==> src/rtl/arrow_sprite_renderer.sv <==
// Arrow sprite renderer: frame-latched sprite shadow, 2-stage pixel hit pipeline
// and a frame-counted hit-flash FSM.
module arrow_sprite_renderer #(
    parameter int SIZE         = 40,
    parameter int FLASH_FRAMES = 8
) (
    input  logic                 Clk,
    input  logic                 Reset,
    input  logic                 VS,
    input  logic [9:0]           DrawX,
    input  logic [9:0]           DrawY,
    input  logic [9:0]           dropX,
    input  logic [9:0]           dropY,
    input  logic [SIZE*SIZE-1:0] arrow,
    input  logic                 score,
    output logic                 arrow_on,
    output logic                 flash_on
);

    localparam int               NPIX       = SIZE * SIZE;
    localparam logic [1:0]       IDLE       = 2'd0;
    localparam logic [1:0]       FLASH      = 2'd1;
    localparam logic [1:0]       HOLD       = 2'd2;
    localparam logic [3:0]       FLASH_LOAD = 4'(FLASH_FRAMES);
    localparam logic signed [10:0] SIZE_S   = 11'(SIZE);

    // Reset asserts asynchronously but releases on a Clk edge for every flop.
    logic [1:0] rst_sync_q, rst_sync_d;
    logic       rst_n;

    assign rst_sync_d = {rst_sync_q[0], 1'b1};
    assign rst_n      = rst_sync_q[1];

    always_ff @(posedge Clk or negedge Reset) begin
        if (!Reset) rst_sync_q <= '0;
        else        rst_sync_q <= rst_sync_d;
    end

    logic              vs_q, score_q;
    logic [9:0]        sh_x_q, sh_x_d, sh_y_q, sh_y_d;
    logic [NPIX-1:0]   sh_bitmap_q, sh_bitmap_d;
    logic              inbox_q, inbox_d;
    logic [10:0]       idx_q, idx_d;
    logic              arrow_on_q, arrow_on_d;
    logic [1:0]        state_q, state_d;
    logic [3:0]        fcnt_q, fcnt_d;
    logic              flash_on_q, flash_on_d;

    logic              vs_fall, score_rise;
    logic signed [10:0] dx, dy;

    assign vs_fall    = vs_q & ~VS;
    assign score_rise = score & ~score_q;

    // Zero-extend before subtracting so a sprite near the right/bottom edge
    // cannot wrap around and hit pixels on the opposite side.
    assign dx = signed'({1'b0, DrawX}) - signed'({1'b0, sh_x_q});
    assign dy = signed'({1'b0, DrawY}) - signed'({1'b0, sh_y_q});

    always_comb begin
        // NOTE: every always_comb output gets a default first so no path leaves
        // it unassigned, which would otherwise infer a latch.
        sh_x_d      = sh_x_q;
        sh_y_d      = sh_y_q;
        sh_bitmap_d = sh_bitmap_q;
        if (vs_fall) begin
            sh_x_d      = dropX;
            sh_y_d      = dropY;
            sh_bitmap_d = arrow;
        end

        inbox_d    = (dx >= 0) && (dx < SIZE_S) && (dy >= 0) && (dy < SIZE_S);
        idx_d      = inbox_d ? 11'(dy * SIZE_S + dx) : '0;
        arrow_on_d = inbox_q & sh_bitmap_q[idx_q];
    end

    always_comb begin
        state_d = state_q;
        fcnt_d  = fcnt_q;
        case (state_q)
            IDLE: begin
                // A coincident vs_fall is deliberately not counted here.
                if (score_rise) begin
                    fcnt_d  = FLASH_LOAD;
                    state_d = (FLASH_LOAD == 4'd0) ? HOLD : FLASH;
                end
            end
            FLASH: begin
                if (vs_fall) begin
                    if (fcnt_q <= 4'd1) begin
                        fcnt_d  = '0;
                        state_d = HOLD;
                    end else begin
                        fcnt_d = fcnt_q - 4'd1;
                    end
                end
            end
            HOLD: begin
                if (!score) state_d = IDLE;
            end
            default: begin
                state_d = IDLE;
                fcnt_d  = '0;
            end
        endcase
        flash_on_d = (state_d == FLASH);
    end

    always_ff @(posedge Clk or negedge rst_n) begin
        if (!rst_n) begin
            vs_q        <= 1'b1;
            score_q     <= 1'b0;
            sh_x_q      <= '0;
            sh_y_q      <= '0;
            // NOTE: the shadow bitmap is a wide register, not a RAM, and it must
            // be cleared so nothing is drawn between reset and the first frame.
            sh_bitmap_q <= '0;
            inbox_q     <= 1'b0;
            idx_q       <= '0;
            arrow_on_q  <= 1'b0;
            state_q     <= IDLE;
            fcnt_q      <= '0;
            flash_on_q  <= 1'b0;
        end else begin
            // NOTE: non-blocking assignments so every flop samples pre-edge values.
            vs_q        <= VS;
            score_q     <= score;
            sh_x_q      <= sh_x_d;
            sh_y_q      <= sh_y_d;
            sh_bitmap_q <= sh_bitmap_d;
            inbox_q     <= inbox_d;
            idx_q       <= idx_d;
            arrow_on_q  <= arrow_on_d;
            state_q     <= state_d;
            fcnt_q      <= fcnt_d;
            flash_on_q  <= flash_on_d;
        end
    end

    assign arrow_on = arrow_on_q;
    assign flash_on = flash_on_q;

endmodule

==> config.mk <==
export PLATFORM = sky130hd
export DESIGN_NAME = arrow_sprite_renderer
export DESIGN_NICKNAME = d
export VERILOG_FILES = /design/src/rtl/arrow_sprite_renderer.sv
export SDC_FILE = /design/constraint.sdc
export NUM_CORES = 2
export LEC_CHECK = 0
export ABC_AREA = 0
export CORE_AREA = 3 3 635 637
export CTS_CLUSTER_DIAMETER = 100
export CTS_CLUSTER_SIZE = 20
export DETAILED_ROUTE_END_ITERATION = 6
export DIE_AREA = 0 0 638 640
export PLACE_DENSITY = 0.41
export SETUP_SLACK_MARGIN = 0.4
export SLEW_MARGIN = 20
export SYNTH_ARGS = -nofsm -noshare
export SYNTH_HDL_FRONTEND = slang
export SYNTH_SLANG_ARGS = --single-unit
==> constraint.sdc <==
create_clock -name Clk -period 47.8 [get_ports Clk]
set_input_delay 9.56 -clock Clk [delete_from_list [all_inputs] [get_ports Clk]]
set_output_delay 9.56 -clock Clk [all_outputs]
set_load 0.03 [all_outputs]
==> impl_metrics.toml <==
[worst_hold_path]
hold_path.class = "register to register"
min_path_cells = 0
min_from = "rst_sync_q[0]"

[detailed_routing]
drc = 0
wire_per_inst_um = 25.45
drt_iter0_drc = 4544
antenna_left = 0
vias_per_cell = 4.283
vias = 63660
first_pass_iters = 6
wirelength_mm = 378.2

[worst_setup_path]
r2r-start = "idx_q[1]"
cp_max_fo = 172
cp-startpoint = "VS"
r2r_slack_ns = 40.61
crit_chain = "clkdlybuf4s50_1 -> nor2b_4 -> buf_4 -> buf_4 -> buf_4 -> buf_12 -> buf_12 -> buf_4 -> buf_4 -> nand2_1 -> nand2_1"
criticalPathCategory = "primary input to register"
cp_slowest_cell = "buf_4"
critPathLaunchType = "primary input"
worstPathArrival_ns = 16.27
cpPeakStageDelay_ns = 0.82
r2r-end = "arrow_on"
required_ns = 48.56
crit_path_end = "sh_bitmap_q[731]"
cp-end-kind = "register"
rr_worst_depth = 14
cp_common_cell = "buf_4"

[floorplanning]
ios = 1646
start_util = 0.1891
die_area_um2 = 408300
core_um2 = 398600
die_x_um = 638
die_h_um = 640
rows = 232

[pwr]
peakVddDrop_mv = 0.02823
powerDensity_nw_per_um2 = 32.45
power.leakage_nw = 46.43

[run]
drv_cap = 0

[clocking]
cts-root-buf = "clkbuf_16"
numCtsBuffers = 108
clock_path_buffers = 4
cts_sinks = 1644
cts_resized = 0
insertion_delay_ns = 0.89
postCtsSetupBuffers = 0
cts_hold_buf = 0
clkTransAtPathRegs_ns = 0.09
cts_max_level = 3
cts_tree = "done"

[sta]
clock_skew_ns = 0.08169
worstMarginPinSlew_ns = 1.087
finalSetupViolCount = 0
finalCritPeriodShare = 0.3245
max_slew_margin = 0.2754
rsz0062_at_grt = "false"
fin_crit_ns = 15.51
tns_ns = 0
clock.fmax_mhz = 64.47
maxSlewViolCount = 0
hold_viol_final = 0

[global_routing]
grt_use_met1 = 0.2175
busiest_layer = "met2"
grt_max_degree = 173
grt_usage = 0.1793
grt_pass1_wl_mm = 522.5
grt_pass1_vias = 67130
grtUsageMet2 = 0.3275
grt_antenna_before_repair = 162
grt_overflow = 0
use_met3 = 0.02233

[place]
portBuffers = 1645
place_hpwl_mm = 291.4
place.gp.congestion = 0.8616

[logic_synthesis]
ys_ff_latch = 1644
netlist_area_um2 = 75370
ys.flop_type = "dfrtp_1"
yosysTopAreaCellShare = 0.5455
synth_fp_nets = 9785
yosysSeqAreaShare = 0.5459
ys_async_sr_fraction = 1.000
synthTopCellsByArea = "dfrtp_1 (55%), nand2_1 (24%), mux4_2 (11%)"
synth_edf_count = 0
avgSynthCellArea_um2 = 9.306
ys_types = 69
synth_top_area_cell = "dfrtp_1"
ys_warn_count = 0
syn_inst = 8099

[layout]
fillers = 42960
final_util = 0.2530
final_cell_mix = "nand2_1 (4,857), clkdlybuf4s50_1 (1,645), dfrtp_1 (1,633), mux4_2 (369), buf_4 (123)"
fin_nets = 11160
layout_commonest_cell = "nand2_1"
drive_above_1_share = 0.07364
area_growth_pct = 33.81

[status]
status = "complete, no violations"
[state kept, by name, indices dropped and copies added, names as in the netlist, 2 cells and up]
signal       flops
state_q          2
rst_sync_q       2
fcnt_q           4
sh_y_q          10
idx_q           11
sh_x_q          10
sh_bitmap_q   1600
[logic make-up after synthesis]
kind of cell / synth area share
other: 0.00004975
adders and majority gates: 0.007371
DFF: 0.5459
xor gates and xnor gates: 0.002324
and+or+nand+nor: 0.2535
buffers and inverters: 0.03184
muxes: 0.1293
AOI/OAI and AO/OA: 0.02972
[through the flow]
step / setup slack (ns) / total power, mW / hold WS (ns) / cells / cell area [um^2]
6_report: 32.29 / 3.273 / 0.3536 / 14860 / 100900
5_1_grt: 31.91 / 3.452 / 0.3770 / 14840 / 100800
4_1_cts: 32.57 / 3.326 / 0.3586 / 14780 / 100600
3_5_place_dp: 31.62 / 2.310 / 0.3381 / 14630 / 97400
3_3_place_gp: 31.73 / 2.293 / 0.3409 / 14630 / 97400
2_1_floorplan: 21.17 / 1.998 / 0.3311 / 8099 / 75370
[Yosys cell counts (5+ instances only)]
master / count
buf_4: 25
a22o_1: 21
nor2_1: 26
a22oi_1: 58
xnor2_1: 17
a21o_1: 9
nand3_1: 29
dfrtp_1: 1643
buf_1: 10
o221ai_1: 34
nand2b_1: 8
inv_1: 41
and2_1: 5
o21ai_0: 48
buf_2: 57
nor4_1: 16
o22ai_1: 14
nand2_1: 4859
mux2i_1: 121
buf_6: 21
mux4_2: 369
a21oi_1: 55
nand4_1: 16
o21a_1: 8
a221oi_1: 6
a211oi_1: 12
nor2b_1: 16
a2111oi_0: 8
mux2_2: 20
ha_1: 38
a31oi_1: 6
nor3_1: 9
o211ai_1: 10
clkbuf_1: 397
[worst min path at each step]
stage                    endpoint  slack [ns]
CTS                 rst_sync_q[1]        0.36
global placement    rst_sync_q[1]        0.34
finish              rst_sync_q[1]        0.35
floorplan           rst_sync_q[1]        0.33
global route        rst_sync_q[1]        0.38
detailed placement  rst_sync_q[1]        0.34
[final cells by class]
| cell class | instances | area (um^2) | share of cell area |
|---|---|---|---|
| inverters | 42 | 157.7 | 0.001563 |
| repair buffers | 1778 | 17590 | 0.1744 |
| well taps | 5265 | 6588 | 0.06532 |
| clock inverters | 32 | 466.7 | 0.004628 |
| flip-flops and latches | 1644 | 41170 | 0.4082 |
| multi-input cells | 5902 | 31930 | 0.3166 |
| diodes | 77 | 192.7 | 0.001911 |
| clock buffers | 121 | 2761 | 0.02738 |
[critical path, delay by kind of cell]
kind          cells  cell delay (ns)
buf+inv           8             5.06
simple gates      3             0.84
[power by group]
| group | switching (mW) | total [mW] | internal [mW] |
|---|---|---|---|
| clock | 0.551 | 0.997 | 0.446 |
| sequential | 0.105 | 1.67 | 1.56 |
| combinational | 0.309 | 0.607 | 0.298 |
| total | 0.966 | 3.27 | 2.31 |
[per-layer routing]
metal,vias up,share of wire
met5,-,0.00058
met1,32490,0.40
li1,28790,-
met3,490,0.042
met2,1851,0.53
met4,34,0.030
No activity file was read; power rests on OpenSTA's default activity.
